File: src/rtl/rv_div_seq.sv
// rv_div_seq: multi-cycle RISC-V M-extension divider (DIV, DIVU, REM, REMU).
// Restoring shift-subtract on operand magnitudes, one quotient bit per cycle,
// followed by a sign-fix cycle. The result is held until the consumer takes it.
module rv_div_seq #(
  parameter int XLEN = 32
) (
  input  logic            clk,
  input  logic            rst,
  input  logic            start_valid,
  output logic            start_ready,
  input  logic [1:0]      op,
  input  logic [XLEN-1:0] dividend,
  input  logic [XLEN-1:0] divisor,
  input  logic            flush,
  output logic            busy,
  output logic [XLEN-1:0] result,
  output logic            result_valid,
  input  logic            result_ready
);

  localparam int CW = $clog2(XLEN) + 1;
  localparam logic [XLEN-1:0] INT_MIN  = {1'b1, {(XLEN-1){1'b0}}};
  localparam logic [XLEN-1:0] ALL_ONES = '1;
  localparam logic [CW-1:0]   LAST_IT  = CW'(XLEN - 1);

  typedef enum logic [1:0] {
    IDLE,
    CALC,
    FIX,
    DONE
  } state_e;

  state_e          state_q, state_d;
  logic [CW-1:0]   cnt_q, cnt_d;
  logic [XLEN-1:0] rem_q, rem_d;          // partial remainder
  logic [XLEN-1:0] quo_q, quo_d;          // dividend bits shifting out, quotient bits shifting in
  logic [XLEN-1:0] dvs_q, dvs_d;          // divisor magnitude
  logic            sel_rem_q, sel_rem_d;  // op[1]: return remainder instead of quotient
  logic            quo_neg_q, quo_neg_d;
  logic            rem_neg_q, rem_neg_d;
  logic [XLEN-1:0] result_q, result_d;
  logic            result_valid_q, result_valid_d;

  logic            signed_op;
  logic [XLEN-1:0] a_mag;
  logic [XLEN-1:0] b_mag;
  logic [XLEN:0]   shifted;
  logic [XLEN:0]   trial;

  assign start_ready  = (state_q == IDLE) && !rst;
  assign busy         = (state_q != IDLE);
  assign result       = result_q;
  assign result_valid = result_valid_q;

  // Operand magnitudes and the 33-bit trial subtraction of one CALC iteration.
  always_comb begin
    signed_op = ~op[0];
    a_mag     = (signed_op && dividend[XLEN-1]) ? -dividend : dividend;
    b_mag     = (signed_op && divisor[XLEN-1])  ? -divisor  : divisor;
    shifted   = {rem_q, quo_q[XLEN-1]};
    trial     = shifted - {1'b0, dvs_q};
  end

  // Next-state and datapath update for the sequencer.
  always_comb begin
    // NOTE: every variable gets its hold value first so no path leaves it
    // unassigned; a missing default here would infer a latch.
    state_d        = state_q;
    cnt_d          = cnt_q;
    rem_d          = rem_q;
    quo_d          = quo_q;
    dvs_d          = dvs_q;
    sel_rem_d      = sel_rem_q;
    quo_neg_d      = quo_neg_q;
    rem_neg_d      = rem_neg_q;
    result_d       = result_q;
    result_valid_d = result_valid_q;

    unique case (state_q)
      IDLE: begin
        if (start_valid && !flush) begin
          sel_rem_d = op[1];
          quo_neg_d = signed_op && (dividend[XLEN-1] ^ divisor[XLEN-1]);
          rem_neg_d = signed_op && dividend[XLEN-1];
          cnt_d     = '0;
          rem_d     = '0;
          quo_d     = a_mag;
          dvs_d     = b_mag;
          if (divisor == '0) begin
            result_d       = op[1] ? dividend : ALL_ONES;
            result_valid_d = 1'b1;
            state_d        = DONE;
          end else if (signed_op && dividend == INT_MIN && divisor == ALL_ONES) begin
            result_d       = op[1] ? '0 : INT_MIN;
            result_valid_d = 1'b1;
            state_d        = DONE;
          end else begin
            state_d = CALC;
          end
        end
      end

      CALC: begin
        if (!trial[XLEN]) begin
          rem_d = trial[XLEN-1:0];
          quo_d = {quo_q[XLEN-2:0], 1'b1};
        end else begin
          rem_d = shifted[XLEN-1:0];
          quo_d = {quo_q[XLEN-2:0], 1'b0};
        end
        cnt_d = cnt_q + 1'b1;
        if (cnt_q == LAST_IT) begin
          state_d = FIX;
        end
      end

      FIX: begin
        result_d       = sel_rem_q ? (rem_neg_q ? -rem_q : rem_q)
                                   : (quo_neg_q ? -quo_q : quo_q);
        result_valid_d = 1'b1;
        state_d        = DONE;
      end

      DONE: begin
        if (result_ready) begin
          result_valid_d = 1'b0;
          state_d        = IDLE;
        end
      end

      default: state_d = IDLE;
    endcase

    // A flush kills whatever is in flight, including a pending result.
    if (flush) begin
      state_d        = IDLE;
      result_valid_d = 1'b0;
    end
  end

  // State and datapath registers.
  always_ff @(posedge clk or posedge rst) begin
    if (rst) begin
      // NOTE: the datapath registers are reset too; they are few, and it keeps
      // a reset mid-operation from leaving stale operands behind.
      state_q        <= IDLE;
      cnt_q          <= '0;
      rem_q          <= '0;
      quo_q          <= '0;
      dvs_q          <= '0;
      sel_rem_q      <= 1'b0;
      quo_neg_q      <= 1'b0;
      rem_neg_q      <= 1'b0;
      result_q       <= '0;
      result_valid_q <= 1'b0;
    end else begin
      // NOTE: non-blocking assignments so every register samples the values
      // from before this edge, independent of statement order.
      state_q        <= state_d;
      cnt_q          <= cnt_d;
      rem_q          <= rem_d;
      quo_q          <= quo_d;
      dvs_q          <= dvs_d;
      sel_rem_q      <= sel_rem_d;
      quo_neg_q      <= quo_neg_d;
      rem_neg_q      <= rem_neg_d;
      result_q       <= result_d;
      result_valid_q <= result_valid_d;
    end
  end

endmodule

File: config.mk
export PLATFORM = sky130hd
export DESIGN_NAME = rv_div_seq
export DESIGN_NICKNAME = d
export VERILOG_FILES = /design/src/rtl/rv_div_seq.sv
export SDC_FILE = /design/constraint.sdc
export NUM_CORES = 1
export LEC_CHECK = 0
export ABC_CLOCK_PERIOD_IN_PS = 7750
export CELL_PAD_IN_SITES_DETAIL_PLACEMENT = 1
export CELL_PAD_IN_SITES_GLOBAL_PLACEMENT = 1
export CORE_AREA = 2 2 154 156
export CTS_BUF_LIST = sky130_fd_sc_hd__clkbuf_4
export DETAILED_ROUTE_END_ITERATION = 6
export DIE_AREA = 0 0 156 158
export HOLD_SLACK_MARGIN = 0.12
export PLACE_DENSITY_LB_ADDON = 0.25
export SLEW_MARGIN = 20
export SYNTH_ARGS = -nofsm -noshare
export SYNTH_HDL_FRONTEND = slang
export SYNTH_SLANG_ARGS = --single-unit
File: constraint.sdc
create_clock -name clk -period 7.75 [get_ports clk]
set_input_delay 0.775 -clock clk [delete_from_list [all_inputs] [get_ports clk]]
set_output_delay 0.775 -clock clk [all_outputs]
set_load 0.01 [all_outputs]
==> impl_summary.md <==
Power
The switching power as a share of total power is 50.61%. The total internal power is 2433 uW. The power dissipated by switching net loads is 2493 uW.

The worst-case vdd ir drop is 259.8 uV. The relative contribution of sequential cells to total power is 28.8%. The proportion of power drawn by the clock network is 10.2%. Power spread over the standard cell area amounts to 398.5 nW/um^2. For this design the static power due to leakage is 0.005179 uW.

In this run, the combinational gates consume 61.1% of the power.

Critical path
STA puts the critical path data required time at 8200 ps. Data on the critical path arrives at its endpoint at 4740 ps. Across all register-to-register paths, the minimum setup slack is 3460 ps. The startpoint type of the worst setup path is a flip-flop. The launching point of the worst reg2reg path is quo_q[31]. In this run the critical register-to-register path is captured at rem_q[25]. The critical path in this run is classified as reg2reg. The maximum fanout along the worst path is 35. The number of cell instances on the worst register-to-register path is 14. The endpoint type of the worst setup path is a flip-flop.

Synth
In this run, synthesis inferred 0 flip-flops with an integrated enable. After synthesis, the mean cell area works out to 7.967 sq um. The most common flop cell mapped by yosys is dfrtp_1. Ranked by total cell area, the synthesized netlist is headed by dfrtp_1 32%, o21ai_0 7.9%, xnor2_1 6.3%. The net count of the mapped netlist is 1476. During synthesis, Yosys emitted a total of 0 warnings.

The post-synthesis cell type count is 74. Synthesis produced 1362 cells. Of all cell types, the one taking the most synthesized area is dfrtp_1. Of the post-synthesis cell area, the dominant cell type holds 32.28%. The register area share after synthesis is 32.28%. The number of synthesized register bits is 140.

Of all flip-flops after synthesis, the portion carrying an async set or reset was 100.0%. The cell area that synthesis handed to floorplanning was 10850 sq um.

STA
The final-report hold violation count is 0. Setup violations remaining at the end of the flow were counted as 0. The headroom to the max-slew limit is 30.78%. The max-slew violation count came to 0. The timing-limited maximum frequency is 0.2330 GHz. The least setup slack across all paths after layout is 3458 ps. Between clock sinks in the finished design, the worst skew comes to 34.83 ps. For the finished layout, the period the worst path requires is 4293 ps.

The sum of negative setup slack is 0 ps. Of the available clock period, the critical path in the final layout requires 55.39%. Setup repair after global routing left no endpoint under its margin.

The transition time of the tightest slew-check pin is 1037 ps.

Floorplanning
In this run the core area contains 56 standard-cell rows. The die height is 158 microns. The chip width is 156 microns. For this design the top-level I/O count stands at 106. The starting density of the core is 47.07%. The total die area is 24650 sq um. The core area is 23050 sq um.

Routing
The vias per cell is 6.155. The residual DRC count is 0. The detailed router's first-iteration violation count is 642. The number of detailed-route iterations in the first pass is 7. Summed over all layers, the routed wires come to 36540 microns. The average detailed-routed wire length per instance is 21.18 microns. The total via count after detailed routing is 10617. The number of nets with antenna violations after detailed routing is 0.

Global route
The number of antenna violations at the first check in global routing is 1. The total global routing overflow is 0. The number of global-route vias before repair was 10662. Global routing consumed, over all layers together, 30.56% of the routing resources. The global-route wire length before repair is 58860 microns. The pin count of the biggest net entering global routing is 79.

Finish
The layout has 2847 filler cells. Of the cells placed in the final design, the portion with a size suffix greater than 1 is 5.021%. The area growth from synthesis to layout is 13.93%. After the last flow step, the layout net total stands at 1535.

Placement
The placed wire-length estimate is 27540 microns. The pre-CTS setup slack is 3165 ps. The count of port buffers added during placement is 105. The final weighted congestion in routability-driven placement is 0.8893.

Min path
The worst hold path was traced through 2 stages. The worst hold path terminates at dvs_q[17]. In this run the most critical hold path is launched from dvs_q[17].

The classification of the worst-slack hold path is reg2reg.

CTS
The total number of H-tree levels is 4. The post-CTS setup-driven buffer insertion count is 0. The clock passes through at most 2 buffers. Clock latency on the worst-skew pair, taken at its later pin, is 610 ps.

Counting the buffers created by CTS gives 17. The total clock sinks is 140. The register clock-pin slew on the reported worst setup and hold paths is 130 ps.

The cell at the root of the clock tree is clkbuf_4. In this run, post-CTS hold repair placed 0 buffers. The number of gates resized after CTS is 0.

TritonCTS built the clock tree.

Run
The count of maximum capacitance violations is 0.

Run status
The flow ran to the end, and the final reports show no timing, DRC or antenna violations.
worst max path at each step:
stage | start | end | slack (ps) | cells after the start
after global routing | quo_q[31] | rem_q[25] | 3210 | 14
final | quo_q[31] | rem_q[25] | 3460 | 14
after detailed placement | divisor[6] | result[29] | 3160 | 10
after floorplan | rst | cnt_q[0] | 3220 | 1
after CTS | quo_q[31] | rem_q[25] | 3480 | 14
after global placement | divisor[6] | result[27] | 3330 | 10
sequential cells by signal, indices dropped and copies added, names as in the netlist:
signal	cells
dvs_q	32
quo_q	32
rem_q	32
result	32
cnt_q	6
state_q	2
quo_neg_q	1
rem_neg_q	1
result_valid	1
sel_rem_q	1
cells in the final DEF (no fill, tap or decap), drive strengths merged, types with 11 or more instances in the layout:
cell type      instances
nor4                  11
xor2                  69
dfrtp                140
xnor2                 79
or3                   13
mux2i                 24
a21oi                 95
nor3                  25
a22oi                 18
nand2                162
buf                   12
clkbuf                19
o41ai                 13
ha                    42
o31ai                 27
nand2b                13
clkdlybuf4s50        105
nor2                 125
or4                   13
o211ai                19
o21ai                174
nand4                 19
a21o                  15
nand3                 15
inv                   65
a31oi                 28
critical path: stages (launching register included):
cell and delay (ps):
dfrtp_1 410, inv_1 80, ha_1 230, fa_1 410, nor2b_1 150, nor3_1 60, o21a_1 220, a21oi_1 390
a21o_1 250, a41oi_1 240, o21ai_0 520, xnor2_4 160, buf_4 470, or2_0 380, o21ai_0 160
metrics by stage:
stage,cells,utilization [%],cell area (sq um),hold WS (ps),total power (uW)
6_report,1725,53.63,12360,499.5,4927
5_1_grt,1725,53.63,12360,531.8,5347
4_1_cts,1724,53.62,12360,506.5,4913
3_5_place_dp,1692,52.43,12090,474.5,4405
3_3_place_gp,1692,52.43,12090,462.9,4290
2_1_floorplan,1362,-,10850,449.8,3447
Yosys cell counts, types with 4 or more instances:
cell type,count
a211oi_1,9
a21o_1,15
a21oi_1,95
a22oi_1,18
a31oi_1,28
a32oi_1,9
and3_1,7
buf_2,7
clkbuf_1,64
dfrtp_1,140
ha_1,42
inv_1,58
mux2i_1,24
nand2_1,162
nand2b_1,13
nand3_1,15
nand4_1,18
nor2_1,124
nor2b_1,6
nor3_1,24
nor4_1,9
o211ai_1,18
o21a_1,7
o21ai_0,171
o31ai_1,25
o41ai_1,12
or2_2,4
or3_1,13
or4_1,11
xnor2_1,78
xor2_1,69
power groups by stage:
stage | Clock, uW | Sequential, uW | Combinational, uW
after global placement | 0 | 1400 | 2890
after CTS | 506 | 1410 | 3000
after global routing | 530 | 1460 | 3360
after floorplan | 0 | 1300 | 2140
final | 500 | 1420 | 3010
after detailed placement | 0 | 1420 | 2980
area by class of cell:
type                       instances  area, sq um  share of cell area [%]
multi-input combinational       1085         6848                   55.39
tap                              290        362.8                   2.935
clock buffer                      19        142.6                   1.154
inverter                          60        230.2                   1.862
clock inverter                    13        132.6                   1.073
sequential                       140         3503                   28.34
timing repair buffer             117         1141                   9.230
antenna                            1        2.502                 0.02024
routing by layer:
layer / wire, microns / track usage [%]
met1: 16860 / 41.85
met2: 16840 / 49.79
met3: 1882 / 4.572
met4: 964 / 10.05
met5: 0 / 0
kinds of logic (layout without fill, tap and decap cells):
logic type | after synthesis | after routing | share of synthesized area (%)
xor+xnor | 148 | 148 | 12.01
flops | 140 | 140 | 32.28
other cells | 0 | 1 | 0
buf+inv | 137 | 209 | 4.923
fa+ha+maj | 43 | 43 | 5.027
compound gates | 444 | 444 | 25.24
mux | 26 | 26 | 2.421
simple gates | 424 | 424 | 18.09
(Power assumes the default switching activity.)
